<file path="config.mk">
export PLATFORM = sky130hd
export DESIGN_NAME = updown_driver
export DESIGN_NICKNAME = d
export VERILOG_FILES = /design/src/rtl/updown_driver.sv
export SDC_FILE = /design/constraint.sdc
export NUM_CORES = 1
export LEC_CHECK = 0
export CAP_MARGIN = 20
export CORE_ASPECT_RATIO = 0.7
export CORE_MARGIN = 8
export CORE_UTILIZATION = 49
export DETAILED_ROUTE_END_ITERATION = 8
export HOLD_SLACK_MARGIN = 0.03
export MAX_ROUTING_LAYER = met4
export PLACE_DENSITY = 0.8
export SYNTH_ARGS = -nofsm -noshare
export SYNTH_HDL_FRONTEND = slang
export SYNTH_SLANG_ARGS = --single-unit
</file>
<file path="constraint.sdc">
create_clock -name clock -period 4.85 [get_ports clock]
set_input_delay 0.7275 -clock clock [delete_from_list [all_inputs] [get_ports clock]]
set_output_delay 0.7275 -clock clock [all_outputs]
set_load 0.02 [all_outputs]
</file>
<file path="src/rtl/updown_driver.sv">
// updown_driver
//   Instruction-side partner of a 1-bit up/down counter. Takes target values over
//   a valid/ready handshake. Each cycle it emits the inst bit (0 = up, 1 = down)
//   that steers the counter toward the target along the shortest modular path.
//   It keeps a shadow copy of the counter value, which moves every cycle, so once
//   the target is reached the value dithers around it.
//
//   Optional feature macro: UPDOWN_DRIVER_CHECK_EN
//     When this macro is defined, the module gains the value_in/mismatch ports and
//     a sticky compare of the real counter value against the shadow copy.
//
// Ports
//   clock         in   1      rising-edge clock, shared with the counter
//   reset         in   1      synchronous, active-high, shared with the counter
//   cmd_valid     in   1      cmd_target is valid
//   cmd_ready     out  1      command can be accepted (HOLD and not in reset)
//   cmd_target    in   WIDTH  requested counter value
//   inst          out  1      registered instruction to the counter
//   shadow_value  out  WIDTH  registered model of the counter value
//   busy          out  1      high while seeking
//   arrived       out  1      one-cycle pulse when the shadow reaches the target
//   value_in      in   WIDTH  counter value (UPDOWN_DRIVER_CHECK_EN only)
//   mismatch      out  1      sticky shadow/counter disagreement (UPDOWN_DRIVER_CHECK_EN only)

module updown_driver #(
    parameter int unsigned WIDTH = 32
) (
    input  logic             clock,
    input  logic             reset,
    input  logic             cmd_valid,
    output logic             cmd_ready,
    input  logic [WIDTH-1:0] cmd_target,
    output logic             inst,
    output logic [WIDTH-1:0] shadow_value,
    output logic             busy,
    output logic             arrived
`ifdef UPDOWN_DRIVER_CHECK_EN
    ,
    input  logic [WIDTH-1:0] value_in,
    output logic             mismatch
`endif
);

    typedef enum logic {
        HOLD = 1'b0,
        SEEK = 1'b1
    } state_t;

    state_t           state_q, state_d;
    logic [WIDTH-1:0] shadow_q, shadow_d;
    logic [WIDTH-1:0] target_q, target_d;
    logic             inst_q, inst_d;
    logic             arrived_q, arrived_d;
    logic             accept;
    logic [WIDTH-1:0] diff;

    assign cmd_ready = (state_q == HOLD) && !reset;
    assign accept    = cmd_valid && cmd_ready;

    always_comb begin
        shadow_d  = inst_q ? (shadow_q - 1'b1) : (shadow_q + 1'b1);
        // A newly accepted target steers on the edge that accepts it.
        target_d  = accept ? cmd_target : target_q;
        // The sign bit of the wrapped difference selects the shorter direction.
        // An exact half-range tie has the MSB set and therefore steers down.
        diff      = target_d - shadow_d;
        inst_d    = diff[WIDTH-1];
        state_d   = state_q;
        arrived_d = 1'b0;
        if (accept || (state_q == SEEK)) begin
            // A command that is already satisfied enters and leaves SEEK on the same edge.
            if (shadow_d == target_d) begin
                state_d   = HOLD;
                arrived_d = 1'b1;
            end else begin
                state_d   = SEEK;
            end
        end
    end

`ifdef UPDOWN_DRIVER_CHECK_EN
    logic mismatch_q, mismatch_d;

    always_comb begin
        mismatch_d = mismatch_q | (value_in != shadow_q);
    end

    always_ff @(posedge clock) begin
        if (reset) begin
            mismatch_q <= 1'b0;
        end else begin
            mismatch_q <= mismatch_d;
        end
    end

    assign mismatch = mismatch_q;
`endif

    always_ff @(posedge clock) begin
        if (reset) begin
            state_q   <= HOLD;
            shadow_q  <= '0;
            target_q  <= '0;
            inst_q    <= 1'b0;
            arrived_q <= 1'b0;
        end else begin
            state_q   <= state_d;
            shadow_q  <= shadow_d;
            target_q  <= target_d;
            inst_q    <= inst_d;
            arrived_q <= arrived_d;
        end
    end

    assign inst         = inst_q;
    assign shadow_value = shadow_q;
    assign busy         = (state_q == SEEK);
    assign arrived      = arrived_q;

endmodule
</file>
==> results.md <==
- Setup Slack @ Placement: -368 ps
- Row count: 29
- Total Routing Usage GR: between 20 and 25%
- Crit path from: inst$_SDFF_PP0_
- Slew of the pin with the lowest slew margin: about 740 ps
- Number of synthesized flops with an enable pin: 0
- Commonest cells after routing, fill and taps aside: clkdlybuf4s50_1 (69), dfxtp_1 (66), ha_1 (45)
- Main flop type after synthesis: dfxtp_1
- Nets: roughly 670
- Clock slew at reported path FFs: approximately 60 ps
- Unique masters post-synth: 48
- Worst-path fanout max: 8
- Global-route wire length before repair: between 15000 and 20000 µm
- FFs w/ async S/R, synth: 0%
- Synthesis-to-finish area growth: 36.1%
- FF+latch count, synth: 67
- Comb pwr share: between 60% and 70%
- CP required: just over 5000 ps
- Max Fclk: ~0.21 GHz
- Routed WL: 12300 µm
- I/O pin count: 71
- CTS buffer count: 9
- R2r startpoint: inst$_SDFF_PP0_
- Inst Count DP: 674
- Register area: 1350 µm²
- Final hold vios: 0
- Pint: between 2000 and 2500 µW
- Post-CTS Hold Buffers: 0
- Non-filler cells, final: 705
- Die ar.: ~12000 µm²
- MaxCap Viol Count: 0
- Final instance area: between 5000 and 6000 µm²
- H-tree depth: 3
- CP endpoint kind: flip-flop
- CTS Buffer Depth: 2
- Die X-Extent: approximately 130 µm
- Switch share: between 40% and 50%
- Post-layout util: roughly two thirds
- Gr ovfl total: 0
- CTS sink count: 67
- CTS tree: done
- Gp weighted congestion: around 0.91
- Clock root cell: clkbuf_16
- PD cells: between 600 and 700 nW/µm²
- Die height: between 90 and 100 µm
- Leak Pwr: between 0.002 and 0.003 µW
- Number of global-route vias before repair: 3954
- Initial core utilization: around half
- Seq/Total Area, Yosys: 30.7%
- Worst hold path type: flip-flop to flip-flop
- Initial antenna violation count: 0
- Fin. max-slew vios: 0
- Outcome: finished, final reports clean
- Fill cell count: a little over 700
- Placed Instance Area: approximately 5300 µm²
- Total core area: between 8000 and 9000 µm²
- Sequential share of power: between 10% and 20%
- Routed len/inst: roughly 17 µm
- DRT Pass-1 Iters: 6
- Critical path startpoint category: flip-flop
- Post-DRT Antenna Nets: 0
- Clk_lat worst skew: around 330 ps
- Initial drt markers: approximately 230
- DRC errors left: 0
- Vias per inst: 5.65
- Number of inserted diodes: 0
- RSZ-0062 raised after global routing: true
- WP data arrival: a little under 5000 ps
- Largest net degree at the start of global routing: 69
- Total Neg Setup Slack: 0 ps
- Final worst-path cycle share: between 90% and 100%
- Port Buf Inserts: 70
- Mapped cell area: 4380 µm²
- Worst setup margin: approximately 110 ps
- CP Class: flip-flop to flip-flop
- R2R Setup Slk: 110 ps
- Post-layout min period: about 4700 ps
- Slew margin rel.: 50.8%
- Peak supply drop: approximately 0.37 mV
- Commonest non-fill, non-tap cell in the layout: clkdlybuf4s50_1
- Final setup fails: 0
- Clock group share of total power: between 10% and 20%
- Via count: 3985
- NetSw: 1770 µW
- Mean Syn Cell Area: 9.13 µm²
- Synth Warn #: 0
- Area of the multi-input gates: 3200 µm²
- Final HPWL from detailed placement: roughly 8900 µm
- Post-Syn Nets: ~580
- Clock skew: 6.91 ps
- Mapped Cells: approximately 480
- HP Start: shadow_value[0]$_SDFF_PP0_
- Share of layout cells above drive strength 1: between 20% and 30%
[Yosys cell counts, types with 11 or more instances]
cell type | n | area share, %
a21o_1 | 18 | 3.1
dfxtp_1 | 67 | 31
nor2b_1 | 35 | 5.0
nand4_1 | 12 | 1.7
ha_1 | 60 | 17
a21oi_1 | 36 | 4.1
nor2_1 | 45 | 3.9
clkbuf_1 | 13 | 1.1
inv_1 | 11 | 0.94
nand2_1 | 15 | 1.3
nand3_1 | 16 | 1.8
mux2_2 | 30 | 7.7
xnor2_1 | 21 | 4.2
o21ai_0 | 14 | 1.6
[path summary, 6_finish.rpt]
kind	endpoint	depth (start not counted)
max	inst$_SDFF_PP0_	21
min reg2reg	shadow_value[0]$_SDFF_PP0_	1
min	shadow_value[0]$_SDFF_PP0_	1
max reg2reg	inst$_SDFF_PP0_	21
[what timing repair did]
item | 4_1_cts | 5_1_grt
cloned | 0 | 0
setup endpoints to repair | 1 | 1
gates resized for setup | 11 | 37
setup buffers | 4 | 11
pin swaps | 6 | 19
[per-layer routing]
layer | track usage, % | share of wire (%) | vias to the layer above
met1 | 25.5 | 47 | 1867
li1 | - | - | 1940
met5 | - | 0 | -
met3 | 4.25 | 6.6 | 22
met2 | 32.3 | 44 | 156
met4 | 5.36 | 1.5 | 0
[power by group through the flow]
| stage | Clock (µW) | Sequential (µW) | Combinational [µW] |
|---|---|---|---|
| after detailed placement | 0 | 772 | 2220 |
| final | 647 | 762 | 2580 |
| after global routing | 679 | 774 | 2810 |
| after global placement | 0 | 770 | 2150 |
| after floorplan | 0 | 881 | 1430 |
| after CTS | 658 | 758 | 2320 |
[stage by stage]
step | total power [µW] | hold slack, ps
3_3_place_gp | 2910 | 490
4_1_cts | 3740 | 500
3_5_place_dp | 2990 | 486
2_1_floorplan | 2320 | 461
6_report | 3990 | 502
5_1_grt | 4260 | 525
[critical path, cell delays in order, from the launching register on]
cell	delay (ps)
dfxtp_4	430
buf_4	160
ha_2	310
inv_2	100
o31ai_2	80
or3_4	350
o21ai_4	180
o21ai_2	100
a21o_1	190
a21o_1	180
mux2_4	320
a211o_1	270
ha_4	280
nand4_1	160
nor4_4	360
o211ai_1	160
a21o_1	200
a31o_2	250
a211oi_2	160
o32a_1	200
xnor2_1	120
nor2_1	50
[kinds of logic after synthesis]
logic type	share of synthesized area, %
multiplexers	8.75
adder cells (fa/ha/maj)	17.6
buffers and inverters	2.06
XOR/XNOR	6.21
AND/OR/NAND/NOR	17.7
AO/OA/AOI/OAI	17.0
flip-flops	30.7
[area by class of cell]
| type | count | share of cell area, % |
|---|---|---|
| clock inverter | 5 | 0.883 |
| timing repair buffer | 99 | 15.5 |
| sequential | 67 | 22.6 |
| inverter | 11 | 0.693 |
| clock buffer | 11 | 4.08 |
| multi-input combinational | 388 | 53.7 |
| tap | 124 | 2.61 |
[registers in the layout (all words and copies together) (netlist names)]
signal and flops:
shadow_value 32, target_q 32, arrived 1, busy 1, inst 1
(Power assumes the default switching activity.)
